## src/rtl/bp_pkg.sv

```systemverilog
// rtl/bp_pkg.sv - shared types and helpers for the gshare branch predictor
package bp_pkg;

    typedef enum logic [0:0] {INIT, RUN} bp_state_t;

    localparam int DEF_IDX_W   = 8;
    localparam int DEF_ENTRIES = 1 << DEF_IDX_W;

    function automatic int entries(input int idx_w);
        return 1 << idx_w;
    endfunction

    // XOR of consecutive idx_w-bit slices of pc; result lives in the low idx_w bits
    function automatic logic [31:0] fold(input logic [31:0] pc, input int idx_w);
        logic [31:0] r;
        r = '0;
        for (int i = 0; i < 32; i++) begin
            r[i % idx_w] = r[i % idx_w] ^ pc[i];
        end
        return r;
    endfunction

    function automatic logic [31:0] sat_inc(input logic [31:0] ctr, input int ctr_w);
        logic [31:0] top;
        top = (32'd1 << ctr_w) - 32'd1;
        return (ctr >= top) ? top : ctr + 32'd1;
    endfunction

    function automatic logic [31:0] sat_dec(input logic [31:0] ctr);
        return (ctr == 32'd0) ? 32'd0 : ctr - 32'd1;
    endfunction

endpackage

```

## src/rtl/bp_pht.sv

```systemverilog
// rtl/bp_pht.sv - pattern history table: counter array with lookup/update reads and one muxed write port
module bp_pht #(
    parameter int IDX_W = 8,
    parameter int CTR_W = 2
) (
    input  logic             clk,
    input  logic [IDX_W-1:0] rd_idx,
    output logic [CTR_W-1:0] rd_ctr,
    input  logic             init_we,
    input  logic [IDX_W-1:0] init_idx,
    input  logic [CTR_W-1:0] init_data,
    input  logic             upd_we,
    input  logic [IDX_W-1:0] upd_idx,
    input  logic [CTR_W-1:0] upd_data,
    output logic [CTR_W-1:0] upd_ctr
);

    localparam int ENTRIES = 1 << IDX_W;

    logic [CTR_W-1:0] mem [ENTRIES];

    // Reads see the array before this edge's write, giving read-before-write on collision
    assign rd_ctr  = mem[rd_idx];
    assign upd_ctr = mem[upd_idx];

    always_ff @(posedge clk) begin
        if (init_we) begin
            mem[init_idx] <= init_data;
        end else if (upd_we) begin
            mem[upd_idx] <= upd_data;
        end
    end

endmodule

```

## src/rtl/gshare_pred.sv

```systemverilog
// rtl/gshare_pred.sv - gshare predictor top: init FSM, speculative GHR with repair, hashing, output registers
import bp_pkg::*;

module gshare_pred #(
    parameter int IDX_W    = 8,
    parameter int CTR_W    = 2,
    parameter int GHR_W    = 8,
    parameter int INIT_CTR = 1 << (CTR_W - 1)
) (
    input  logic             clk,
    input  logic             rst,
    input  logic             lu_vld,
    input  logic [31:0]      lu_pc,
    output logic             pred_vld,
    output logic             pred_take,
    output logic [GHR_W-1:0] pred_ghr,
    input  logic             upd_vld,
    input  logic [31:0]      upd_pc,
    input  logic [GHR_W-1:0] upd_ghr,
    input  logic             upd_taken,
    input  logic             upd_mispred,
    output logic             busy
);

    localparam int ENTRIES = entries(IDX_W);
    localparam logic [IDX_W-1:0] LAST = IDX_W'(ENTRIES - 1);

    bp_state_t        state;
    logic [IDX_W-1:0] ptr;
    logic [GHR_W-1:0] ghr;
    logic [IDX_W-1:0] lu_idx;
    logic [IDX_W-1:0] upd_idx;
    logic [CTR_W-1:0] lu_ctr;
    logic [CTR_W-1:0] upd_ctr;
    logic [CTR_W-1:0] upd_data;
    logic             lu_dir;
    logic             run;

    assign run     = (state == RUN);
    assign busy    = (state == INIT);
    assign lu_idx  = IDX_W'(fold(lu_pc, IDX_W)) ^ IDX_W'(ghr);
    assign upd_idx = IDX_W'(fold(upd_pc, IDX_W)) ^ IDX_W'(upd_ghr);
    assign lu_dir  = lu_ctr[CTR_W-1];

    assign upd_data = upd_taken ? CTR_W'(sat_inc(32'(upd_ctr), CTR_W))
                                : CTR_W'(sat_dec(32'(upd_ctr)));

    bp_pht #(.IDX_W(IDX_W), .CTR_W(CTR_W)) u_pht (
        .clk       (clk),
        .rd_idx    (lu_idx),
        .rd_ctr    (lu_ctr),
        .init_we   (busy && !rst),
        .init_idx  (ptr),
        .init_data (CTR_W'(INIT_CTR)),
        .upd_we    (run && upd_vld && !rst),
        .upd_idx   (upd_idx),
        .upd_data  (upd_data),
        .upd_ctr   (upd_ctr)
    );

    always_ff @(posedge clk) begin
        if (rst) begin
            state     <= INIT;
            ptr       <= '0;
            ghr       <= '0;
            pred_vld  <= 1'b0;
            pred_take <= 1'b0;
            pred_ghr  <= '0;
        end else begin
            pred_vld <= 1'b0;
            case (state)
                INIT: begin
                    ghr <= '0;
                    ptr <= ptr + 1'b1;
                    if (ptr == LAST) begin
                        state <= RUN;
                    end
                end
                RUN: begin
                    if (lu_vld) begin
                        pred_vld  <= 1'b1;
                        pred_take <= lu_dir;
                        pred_ghr  <= ghr;
                    end
                    // A mispredict rebuilds history from the checkpoint, discarding this cycle's speculation
                    if (upd_vld && upd_mispred) begin
                        ghr <= {upd_ghr[GHR_W-2:0], upd_taken};
                    end else if (lu_vld) begin
                        ghr <= {ghr[GHR_W-2:0], lu_dir};
                    end
                end
                default: state <= INIT;
            endcase
        end
    end

endmodule

```

## config.mk

```make
export PLATFORM = sky130hd
export DESIGN_NAME = gshare_pred
export DESIGN_NICKNAME = d
export VERILOG_FILES = /design/src/rtl/bp_pkg.sv /design/src/rtl/bp_pht.sv /design/src/rtl/gshare_pred.sv
export SDC_FILE = /design/constraint.sdc
export NUM_CORES = 1
export LEC_CHECK = 0
export CAP_MARGIN = 0
export CORE_UTILIZATION = 46
export DETAILED_ROUTE_END_ITERATION = 8
export HOLD_SLACK_MARGIN = 0.06
export PLACE_DENSITY_LB_ADDON = 0.2
export SLEW_MARGIN = 5
export SYNTH_ARGS = -nofsm -noshare
export SYNTH_HDL_FRONTEND = slang
export SYNTH_SLANG_ARGS = --single-unit
```

## constraint.sdc

```tcl
create_clock -name clk -period 20.9 [get_ports clk]
set_input_delay 6.27 -clock clk [delete_from_list [all_inputs] [get_ports clk]]
set_output_delay 6.27 -clock clk [all_outputs]
set_load 0.01 [all_outputs]
```

==> results.md, run 1 <==
- Run status: finished clean
- Die Width: 236 um
- Share of the clock period used by the worst path: approximately three fifths
- Syn_area_per_cell: approximately 13 um2
- Post-synthesis instance area: about 25,000 um2
- Post-Syn Nets: 1,999
- Leakage component of the power: ~10 nW
- Floorplan core area: 54,000 um2
- Clock Pin Slew Worst Setup and Hold Paths: about 0.060 ns
- Endpoint type of the worst setup path: flip-flop
- Final estimated routing congestion in global placement: 0.915
- Async SR Flop Fraction: 0%
- Setup repair bufs after CTS: 0
- Pin slew with the least headroom to its limit: 1.13 ns
- Critical Path Start Type: input port
- Hold buffer count at CTS: 0
- Number of flops mapped to enable cells by yosys: 512
- Max Fanout on Critical Path: 92
- Number of levels the H-tree was split into: 2
- Number of standard-cell rows in the floorplan: 85
- Number of violations of the max-capacitance limit: 0
- Root cell of the clock tree: sky130_fd_sc_hd__clkbuf_16
- Final Total Pwr: 2.74 mW
- Post-route ant nets: 0
- Detailed Place HPWL: 46,400 um
- Sink count of the clock tree: 539
- Portion of synthesized cell area occupied by the leading cell type: 60.8%
- Final #Nets: 2,062
- Area overhead of the layout relative to synthesis: 13.4%
- Max-slew violation total from the final report: 0
- DRC viols: 0
- Clock insertion delay at the later pin of the skew report: approximately 0.61 ns
- Clock tree buffer depth: 3
- CTS tree: yes
- Power density normalized to cell area: 95.5 nW/um2
- Drt first-iter violations: 2,138
- Antenna violations before repair: 2
- Min Clock Period, post-route: 12.26 ns
- Max Clk Rate: between 0.08 and 0.09 GHz
- Worst Path Arrival: 12.54 ns
- Overall track demand over capacity in global routing: around 27%
- Pin count of the biggest net entering global routing: between 100 and 150
- Die span in y: 236 um
- Cell with the biggest individual delay on the critical path: sky130_fd_sc_hd__buf_4
- Number of global-route vias before repair: around 17,000
- Ordered cell list for the critical path: clkdlybuf4s50_1 -> xor2_1 -> xnor2_4 -> buf_4 -> buf_4 -> mux4_2 -> a32oi_1 -> nand4_1 -> a2111oi_0 -> nand4_1 -> nand4_1 -> o21ai_1 -> a21oi_4 -> buf_4 -> buf_4
- Worst setup path class: input port to flip-flop
- Hold Violations, Final: 0
- CTS-repair resized insts: 0
- Clk_skew: 0.0193 ns
- Average wire per standard cell: 28.2 um
- Required time of the critical path: between 20 and 25 ns
- Die Footprint: 55,900 um2
- Setup TNS: 0 ns
- Number of buffers created by CTS: 54
- Setup repair after global routing missed its margin: false
- Largest voltage drop on the vdd net: about 0.07 mV
- Cell taking the most area after synthesis: sky130_fd_sc_hd__edfxtp_1
- Slew HR: 23.8%
- Number of different library cells in the post-synthesis netlist: 67
- Post-synthesis register bit count: 539
- Remaining global-route overflow: 0
- Post-Synthesis Cells: 1,920
- Router iterations before antenna repair: 6
- Sum of routed wire length over all layers: 76,700 um
- Sequential fraction of the synthesis area: between 60% and 70%
- Ant diodes: 0
- I/O pin count: 89
- Dominant cells by area after synthesis: sky130_fd_sc_hd__edfxtp_1 61%, sky130_fd_sc_hd__mux4_2 9.9%, sky130_fd_sc_hd__nand2_1 5.0%, sky130_fd_sc_hd__nor2_1 4.5%, sky130_fd_sc_hd__mux2i_1 2.9%
- Final setup fails: 0
- Cell occurring most often along the worst timing path: sky130_fd_sc_hd__buf_4
- Effective utilization at floorplan: 46.8%
- Top flip-flop cell by instance count after synthesis: sky130_fd_sc_hd__edfxtp_1
- Share of post-route cells with drive strength above 1: 13.5%
- DR vias: 17,300
- Worst hold path class: flip-flop to flip-flop
- Worst stage delay on the critical path: 0.78 ns
- Total number of yosys warnings: 0
- Global-route wire length before repair: 112,000 um
- Vias per std cell: 6.35
- Number of input and output port buffers inserted: 88
stage by stage:
| stage | std cells | instance area, um2 | worst slack [ns] | hold slack [ns] | util [%] |
|---|---|---|---|---|---|
| final | 2722 | 28700 | 8.64 | 0.457 | 53.1 |
| after global routing | 2722 | 28700 | 8.39 | 0.483 | 53.1 |
| after CTS | 2722 | 28700 | 8.67 | 0.455 | 53.1 |
| after detailed placement | 2623 | 26900 | 8.05 | 0.446 | 49.8 |
| after global placement | 2623 | 26900 | 8.07 | 0.443 | 49.8 |
| after floorplan | 1920 | 25300 | 3.73 | 0.457 | - |
cells in the mapped netlist (all sizes together) (3+ instances only):
cell     count
nand3b       5
o22ai        6
o221ai       3
a31oi       20
mux4       115
o21ai       22
mux2        11
nor2       303
mux2i       73
edfxtp     512
and2         4
and3         8
o31ai        5
dfxtp       27
and4         3
a311oi       5
nor3        10
o21a         5
o211ai       5
clkbuf      76
xor3         3
buf         49
xor2        20
nand2      337
a221oi       5
a21oi       41
nor2b        8
nand3      121
xnor3        3
a211oi       9
o2111ai     11
nand4       19
a32oi       11
xnor2       44
report_power, final:
part	switching, mW	internal (mW)
Clock	0.421	0.570
Sequential	0.00102	1.16
Combinational	0.379	0.202
Total	0.801	1.94
cell type report:
| class | instances | area, um2 |
|---|---|---|
| fill | 4527 | 25300 |
| sequential | 539 | 15900 |
| multi-input combinational | 1254 | 8870 |
| clock buffer | 66 | 1420 |
| timing repair buffer | 133 | 1240 |
| tap | 696 | 871 |
| clock inverter | 33 | 364 |
| inverter | 1 | 3.75 |
state kept, by name, summed over array words and instances (netlist names):
register	count
pred_take	1
pred_vld	1
ptr	8
pred_ghr	8
run	1
u_pht.mem	512
ghr	8
cell families (layout without fill, tap and decap cells):
logic type / count (synthesis) / in the layout / share of synthesized area (%)
buf+inv: 127 / 233 / 2.52
flops: 539 / 539 / 62.9
fa+ha+maj: 2 / 2 / 0.0940
mux: 199 / 199 / 13.7
simple gates: 826 / 826 / 13.6
xor+xnor: 70 / 70 / 3.02
compound gates: 157 / 157 / 4.15
metal layers:
metal | track usage [%] | part of all wire (%) | vias up
li1 | - | - | 7299
met1 | 37.5 | 39 | 8692
met2 | 42.5 | 46 | 1099
met3 | 5.40 | 11 | 200
met4 | 12.4 | 4.5 | 4
met5 | 0 | 0.033 | -
worst max-delay path, delay by kind of cell:
kind                   cells  cell delay [ns]
XOR/XNOR                   2             0.78
AND/OR/NAND/NOR            3             0.58
multiplexers               1             0.41
buffers and inverters      5             3.22
AO/OA/AOI/OAI              4             1.12
cell usage in the layout (no fill, tap or decap), drive strengths merged, types with 11 or more instances in the layout:
cell and count:
a21oi 41, edfxtp 512, nand3 121, xor2 20, buf 45, nand2 337, clkdlybuf4s50 88, clkbuf 66
a31oi 20, mux4 115, a32oi 11, o2111ai 11, nor2 303, nand4 19, mux2i 73, dfxtp 27
o21ai 22, xnor2 44, clkinv 18, mux2 11
worst paths after layout:
kind                                 start                          end  slack, ns  depth (start not counted)
hold / removal    pred_ghr[0]$_SDFFE_PP0P_     pred_ghr[0]$_SDFFE_PP0P_       0.46                          2
hold reg to reg   pred_ghr[0]$_SDFFE_PP0P_     pred_ghr[0]$_SDFFE_PP0P_       0.46                          2
setup reg to reg       ghr[0]$_SDFFE_PP0P_          ghr[0]$_SDFFE_PP0P_      16.30                          9
setup / recovery                upd_pc[17]  u_pht.mem[182][0]$_DFFE_PP_       8.64                         15
No activity file was read; power rests on OpenSTA's default activity.
==> inputs of run 2 (changes only) <==
- clock period: 20.9 -> 11 ns (I/O delays scaled with it)
==> run 2 against run 1 <==
Setup slack lost 6.3 ns. Worst hold slack lost 0.0039 ns. Register-to-register slack lost 9.6 ns. Critical endpoint is now u_pht.mem[146][1]$_DFFE_PP_. Largest power group unchanged.
==> results.md, run 2 (same netlist as run 1, synthesis figures left out) <==
- Average wire per standard cell: 28.6 um (was 28.2 um)
- Final setup fails: 0 (unchanged)
- Worst setup path class: input port to flip-flop (unchanged)
- Die Width: 236 um (unchanged)
- Part of the power in registers: 42.7% (was 42.6%)
- Number of levels the H-tree was split into: 2 (unchanged)
- Part of the total power dissipated in combinational logic: 21.2% (about the same)
- Relative contribution of the clock network to total power: 36.2% (about the same)
- Antenna violations before repair: 1 (was 2)
- Switching part of the total: 29.2% (was 29.3%)
- Remaining global-route overflow: 0 (unchanged)
- Run status: finished clean (unchanged)
- Clock tree buffer depth: 3 (unchanged)
- Pin count of the biggest net entering global routing: 151 (was 143)
- Global-route wire length before repair: 113,000 um (was 112,000 um)
- Leakage component of the power: 9.74 nW (was 9.75 nW)
- Number of violations of the max-capacitance limit: 0 (unchanged)
- Number of global-route vias before repair: 17,000 (about the same)
- Slew HR: 24.7% (was 23.8%)
- Power density normalized to cell area: 181 nW/um2 (was 95.5 nW/um2)
- Most common library cell in the layout ignoring fill and taps: sky130_fd_sc_hd__edfxtp_1 (unchanged)
- Number of buffers created by CTS: 55 (was 54)
- Overall track demand over capacity in global routing: 27.8% (was 27.4%)
- Required time of the critical path: 11.28 ns (was 21.18 ns)
- Highest routing layer actually used: met4 (was met5)
- Net switching power: 1.52 mW (was 0.801 mW)
- Floorplan core area: 54,000 um2 (unchanged)
- Die Footprint: 55,900 um2 (unchanged)
- Vias per std cell: 6.33 (was 6.35)
- Final-layout fill cell count: 4,480 (was 4,527)
- Met2 wire length: 34,500 um (was 35,000 um)
- CTS-repair resized insts: 0 (unchanged)
- Router iterations before antenna repair: 5 (was 6)
- I/O pin count: 89 (unchanged)
- Max Fanout on Critical Path: 96 (was 92)
- Internal power contribution: 3.67 mW (was 1.94 mW)
- Pin slew with the least headroom to its limit: 1.12 ns (was 1.13 ns)
- Detailed Place HPWL: 47,300 um (was 46,400 um)
- Drt first-iter violations: 2,208 (was 2,138)
- Clock Pin Slew Worst Setup and Hold Paths: 0.06 ns (about the same)
- Pre-CTS setup slack: 1.84 ns (was 8.05 ns)
- Setup TNS: 0 ns (unchanged)
- Critical Path Start Type: input port (unchanged)
- Min Clock Period, post-route: 8.65 ns
- Number of flip-flops in the largest register: 512 (unchanged)
- Largest register by flop count: u_pht.mem (unchanged)
- Sink count of the clock tree: 539 (unchanged)
- Area overhead of the layout relative to synthesis: 13.4% (about the same)
- Number of input and output port buffers inserted: 88 (unchanged)
- Setup WS post-layout: 2.35 ns (was 8.64 ns)
- Max-slew violation total from the final report: 0 (unchanged)
- DR vias: 17,200 (was 17,300)
- DRC viols: 0 (unchanged)
- Setup repair after global routing missed its margin: false (unchanged)
- Sum of routed wire length over all layers: 77,600 um (was 76,700 um)
- Effective utilization at floorplan: 46.8% (unchanged)
- Worst Path Arrival: 8.93 ns (was 12.54 ns)
- Met1 layer wirelength in the final routing: 30,600 um (was 30,100 um)
- Worst slack on hold paths: 0.453 ns (was 0.457 ns)
- Hold Violations, Final: 0 (unchanged)
- Final #Nets: 2,055 (was 2,062)
- Hold buffer count at CTS: 0 (unchanged)
- Commonest cells after routing, fill and taps aside: 512 x sky130_fd_sc_hd__edfxtp_1, 332 x sky130_fd_sc_hd__nand2_1, 298 x sky130_fd_sc_hd__nor2_1 (was 512 x sky130_fd_sc_hd__edfxtp_1, 337 x sky130_fd_sc_hd__nand2_1, 298 x sky130_fd_sc_hd__nor2_1)
- Share of the clock period used by the worst path: 78.6%
- Ant diodes: 0 (unchanged)
- Share of post-route cells with drive strength above 1: 13.1% (was 13.5%)
- Detail Route met3 WL: 8810 um (was 8170 um)
- Setup repair bufs after CTS: 0 (unchanged)
- Die span in y: 236 um (unchanged)
- Worst hold path class: flip-flop to flip-flop (unchanged)
- CTS tree: yes (unchanged)
- Clock insertion delay at the later pin of the skew report: 0.63 ns (was 0.61 ns)
- Largest voltage drop on the vdd net: 0.124 mV (was 0.0701 mV)
- Number of standard-cell rows in the floorplan: 85 (unchanged)
- Post-route ant nets: 0 (unchanged)
- Max Clk Rate: 0.116 GHz
- Clk_skew: 0.0256 ns (was 0.0193 ns)
- Final estimated routing congestion in global placement: 0.920 (was 0.915)
- Root cell of the clock tree: sky130_fd_sc_hd__clkbuf_16 (unchanged)
- Endpoint type of the worst setup path: flip-flop (unchanged)
-- run 2: changes by cell type in the layout (fill, tap and decap cells not counted), sizes merged --
cell / delta
clkinv: +6
clkbuf: +4
clkinvlp: -3
inv: -1
bufinv: -1
buf: -8
-- run 2: critical path, cell delays in order --
cell	delay (ns)
sky130_fd_sc_hd__clkdlybuf4s50_1	0.47
sky130_fd_sc_hd__xor2_1	0.64
sky130_fd_sc_hd__xnor2_4	0.15
sky130_fd_sc_hd__buf_12	0.24
sky130_fd_sc_hd__nor2_2	0.55
sky130_fd_sc_hd__buf_4	0.38
sky130_fd_sc_hd__a31oi_1	0.13
sky130_fd_sc_hd__nand4_1	0.11
sky130_fd_sc_hd__nand4_1	0.09
sky130_fd_sc_hd__a2111oi_0	0.87
sky130_fd_sc_hd__nand4_1	0.25
sky130_fd_sc_hd__and4_4	0.28
sky130_fd_sc_hd__maj3_2	0.29
sky130_fd_sc_hd__or2_4	0.49
sky130_fd_sc_hd__buf_4	0.45
-- run 2: final timing paths --
check / from / endpoint / slack [ns] / cells past startpoint
worst max-delay path: upd_pc[25] / u_pht.mem[146][1]$_DFFE_PP_ / 2.35 / 15
worst min-delay path: pred_ghr[7]$_SDFFE_PP0P_ / pred_ghr[7]$_SDFFE_PP0P_ / 0.45 / 2
worst min register to register: pred_ghr[7]$_SDFFE_PP0P_ / pred_ghr[7]$_SDFFE_PP0P_ / 0.45 / 2
worst max register to register: u_pht.mem[78][0]$_DFFE_PP_ / u_pht.mem[146][1]$_DFFE_PP_ / 6.73 / 9
-- run 2: layout make-up --
type	instances	area (um2)	area share, %
clock buffer	70	1450	5.07
clock inverter	34	328	1.14
inverter	1	3.75	0.0131
multi-input combinational	1254	8880	31.0
sequential	539	15900	55.5
tap	696	871	3.04
timing repair buffer	125	1230	4.30
-- run 2: power groups by stage --
stage               registers (mW)  logic, mW  clock network [mW]
floorplan                     2.26      0.703                   0
global placement              2.26       1.07                   0
detailed placement            2.26       1.07                   0
CTS                           2.21       1.08                1.89
global route                  2.21       1.14                1.96
finish                        2.21       1.10                1.88
-- run 2: layer usage --
layer,vias to the layer above,GRT usage [%]
li1,7287,-
met1,8558,38.5
met2,1166,42.4
met3,211,6.44
met4,0,11.6
met5,-,0
-- run 2: per-stage QoR --
stage               util, %  cell area [um2]  std cells  total power, mW
CTS                    53.1            28700       2719             5.18
global placement       49.8            26900       2615             3.33
finish                 53.1            28700       2719             5.19
global route           53.1            28700       2719             5.32
detailed placement     49.8            26900       2615             3.33
floorplan                 -            25300       1920             2.96
==> inputs of run 3 (changes only) <==
- clock period: 11 -> 7.55 ns (I/O delays scaled with it)
==> run 3 against run 2 <==
Utilization up 0.77 points. Final cell count up 1.5%. Setup slack worse by 1.6 ns. Register-to-register slack worse by 3.0 ns. Design area up 1.5%. Via count up 1.8%.
==> results.md, run 3 (same netlist as run 1, synthesis figures left out) <==
- Die span in y: 236 um (unchanged)
- CTS-repair resized insts: 0 (unchanged)
- Pre-CTS setup slack: 0.372 ns (was 1.84 ns)
- Router iterations before antenna repair: 7 (was 5)
- Detailed Place HPWL: 49,700 um (was 47,300 um)
- Final Total Pwr: 7.63 mW (was 5.19 mW)
- Number of input and output port buffers inserted: 88 (unchanged)
- Min Clock Period, post-route: 6.77 ns
- Slew HR: 27.4% (was 24.7%)
- Required time of the critical path: 7.81 ns (was 11.28 ns)
- Final setup fails: 0 (unchanged)
- Vias per std cell: 6.35 (was 6.33)
- Remaining global-route overflow: 0 (unchanged)
- Floorplan core area: 54,000 um2 (unchanged)
- CTS tree: yes (unchanged)
- Area overhead of the layout relative to synthesis: 15.1% (was 13.4%)
- Clock insertion delay at the later pin of the skew report: 0.63 ns (about the same)
- Leakage component of the power: 9.98 nW (was 9.74 nW)
- Power density normalized to cell area: 262 nW/um2 (was 181 nW/um2)
- Worst setup path class: input port to flip-flop (unchanged)
- Critical Path Start Type: input port (unchanged)
- Effective utilization at floorplan: 46.8% (unchanged)
- Antenna violations before repair: 1 (unchanged)
- Share of the clock period used by the worst path: 89.7%
- Max-slew violation total from the final report: 0 (unchanged)
- Endpoint type of the worst setup path: flip-flop (unchanged)
- DRC viols: 0 (unchanged)
- Setup repair bufs after CTS: 0 (unchanged)
- Most common library cell in the layout ignoring fill and taps: sky130_fd_sc_hd__edfxtp_1 (unchanged)
- Clock Pin Slew Worst Setup and Hold Paths: 0.06 ns (about the same)
- Share of post-route cells with drive strength above 1: 14.9% (was 13.1%)
- Final-layout fill cell count: 4,472 (was 4,480)
- Sink count of the clock tree: 539 (unchanged)
- Average wire per standard cell: 28.3 um (was 28.6 um)
- Root cell of the clock tree: sky130_fd_sc_hd__clkbuf_16 (unchanged)
- Run status: finished clean (unchanged)
- Die Footprint: 55,900 um2 (unchanged)
- Die Width: 236 um (unchanged)
- Final estimated routing congestion in global placement: 0.913 (was 0.920)
- Sum of routed wire length over all layers: 78,000 um (was 77,600 um)
- Largest voltage drop on the vdd net: 0.187 mV (was 0.124 mV)
- Worst slack on hold paths: 0.454 ns (was 0.453 ns)
- Placed cell area: 27,400 um2 (was 26,900 um2)
- Drt first-iter violations: 2,305 (was 2,208)
- Number of levels the H-tree was split into: 2 (unchanged)
- Overall track demand over capacity in global routing: 27.9% (was 27.8%)
- Number of standard-cell rows in the floorplan: 85 (unchanged)
- Max Fanout on Critical Path: 124 (was 96)
- I/O pin count: 89 (unchanged)
- Number of buffers created by CTS: 53 (was 55)
- Hold Violations, Final: 0 (unchanged)
- Max Clk Rate: between 0.1 and 0.15 GHz
- Setup WS post-layout: 0.780 ns (was 2.35 ns)
- Number of violations of the max-capacitance limit: 0 (unchanged)
- Final #Nets: 2,097 (was 2,055)
- Hold buffer count at CTS: 0 (unchanged)
- Largest register by flop count: u_pht.mem (unchanged)
- Global-route wire length before repair: 113,000 um (about the same)
- Final std cell area, no fill: 29,100 um2 (was 28,700 um2)
- Clock tree buffer depth: 3 (unchanged)
- Number of global-route vias before repair: 16,900 (was 17,000)
- FF-to-FF setup slack: 3.74 ns (was 6.73 ns)
- Worst hold path class: flip-flop to flip-flop (unchanged)
- Pin count of the biggest net entering global routing: 133 (was 151)
- Commonest cells after routing, fill and taps aside: 512 x sky130_fd_sc_hd__edfxtp_1, 336 x sky130_fd_sc_hd__nand2_1, 298 x sky130_fd_sc_hd__nor2_1 (was 512 x sky130_fd_sc_hd__edfxtp_1, 332 x sky130_fd_sc_hd__nand2_1, 298 x sky130_fd_sc_hd__nor2_1)
- Number of flip-flops in the largest register: 512 (unchanged)
- DR vias: 17,500 (was 17,200)
- Worst Path Arrival: 7.03 ns (was 8.93 ns)
- Setup repair after global routing missed its margin: false (unchanged)
- Pin slew with the least headroom to its limit: 1.08 ns (was 1.12 ns)
- Clk_skew: 0.0307 ns (was 0.0256 ns)
- Post-route ant nets: 0 (unchanged)
-- run 3: changes by cell type in the layout (fill, tap and decap cells not counted), sizes merged --
cell / change
buf: +44
clkbuf: -6
clkinv: +2
diode: +1
inv: -1
-- run 3: area by class of cell --
class                           instances  area, um2  area share [%]
Sequential cell                       539      15900            54.7
Multi-Input combinational cell       1254       8880            30.5
Timing Repair Buffer                  169       1700            5.85
Clock buffer                           64       1410            4.85
Tap cell                              696        871            2.99
Clock inverter                         35        319            1.10
Inverter                                1       3.75          0.0129
Antenna cell                            1       2.50         0.00860
-- run 3: final timing paths --
path | from | to | depth (start not counted)
max reg2reg | ghr[0]$_SDFFE_PP0P_ | ghr[0]$_SDFFE_PP0P_ | 10
max | upd_ghr[1] | u_pht.mem[97][1]$_DFFE_PP_ | 14
min reg2reg | pred_ghr[2]$_SDFFE_PP0P_ | pred_ghr[2]$_SDFFE_PP0P_ | 2
min | pred_ghr[2]$_SDFFE_PP0P_ | pred_ghr[2]$_SDFFE_PP0P_ | 2
-- run 3: critical path, stage by stage --
cell,delay (ns)
sky130_fd_sc_hd__clkdlybuf4s50_1,0.50
sky130_fd_sc_hd__xnor3_1,0.55
sky130_fd_sc_hd__xnor2_4,0.80
sky130_fd_sc_hd__buf_4,0.44
sky130_fd_sc_hd__mux4_2,0.36
sky130_fd_sc_hd__and4_1,0.21
sky130_fd_sc_hd__a311oi_1,0.33
sky130_fd_sc_hd__nand4_1,0.13
sky130_fd_sc_hd__nor3_1,0.24
sky130_fd_sc_hd__a31oi_1,0.09
sky130_fd_sc_hd__o211a_1,0.21
sky130_fd_sc_hd__maj3_2,0.29
sky130_fd_sc_hd__or2_4,0.26
sky130_fd_sc_hd__buf_12,0.20
-- run 3: metal layers --
metal / part of all wire, % / vias to the layer above / track usage, %
met5: 0 / - / 0
met4: 4.1 / 0 / 11.8
met3: 11 / 173 / 5.58
met2: 46 / 1160 / 43.5
met1: 39 / 8815 / 38.2
li1: - / 7377 / -
-- run 3: where the power goes --
group          leakage, nW  switching [mW]  internal (mW)
Sequential            5.58         0.00276           3.22
Combinational         3.56            1.08          0.642
Clock                0.845            1.15           1.53
-- run 3: stage by stage --
step / utilization [%] / TNS [ns] / instances
after global routing: 53.9 / 0 / 2758
final: 53.9 / 0 / 2759
after floorplan: - / -52.78 / 1920
after global placement: 50.7 / 0 / 2659
after detailed placement: 50.7 / 0 / 2659
after CTS: 53.9 / 0 / 2758
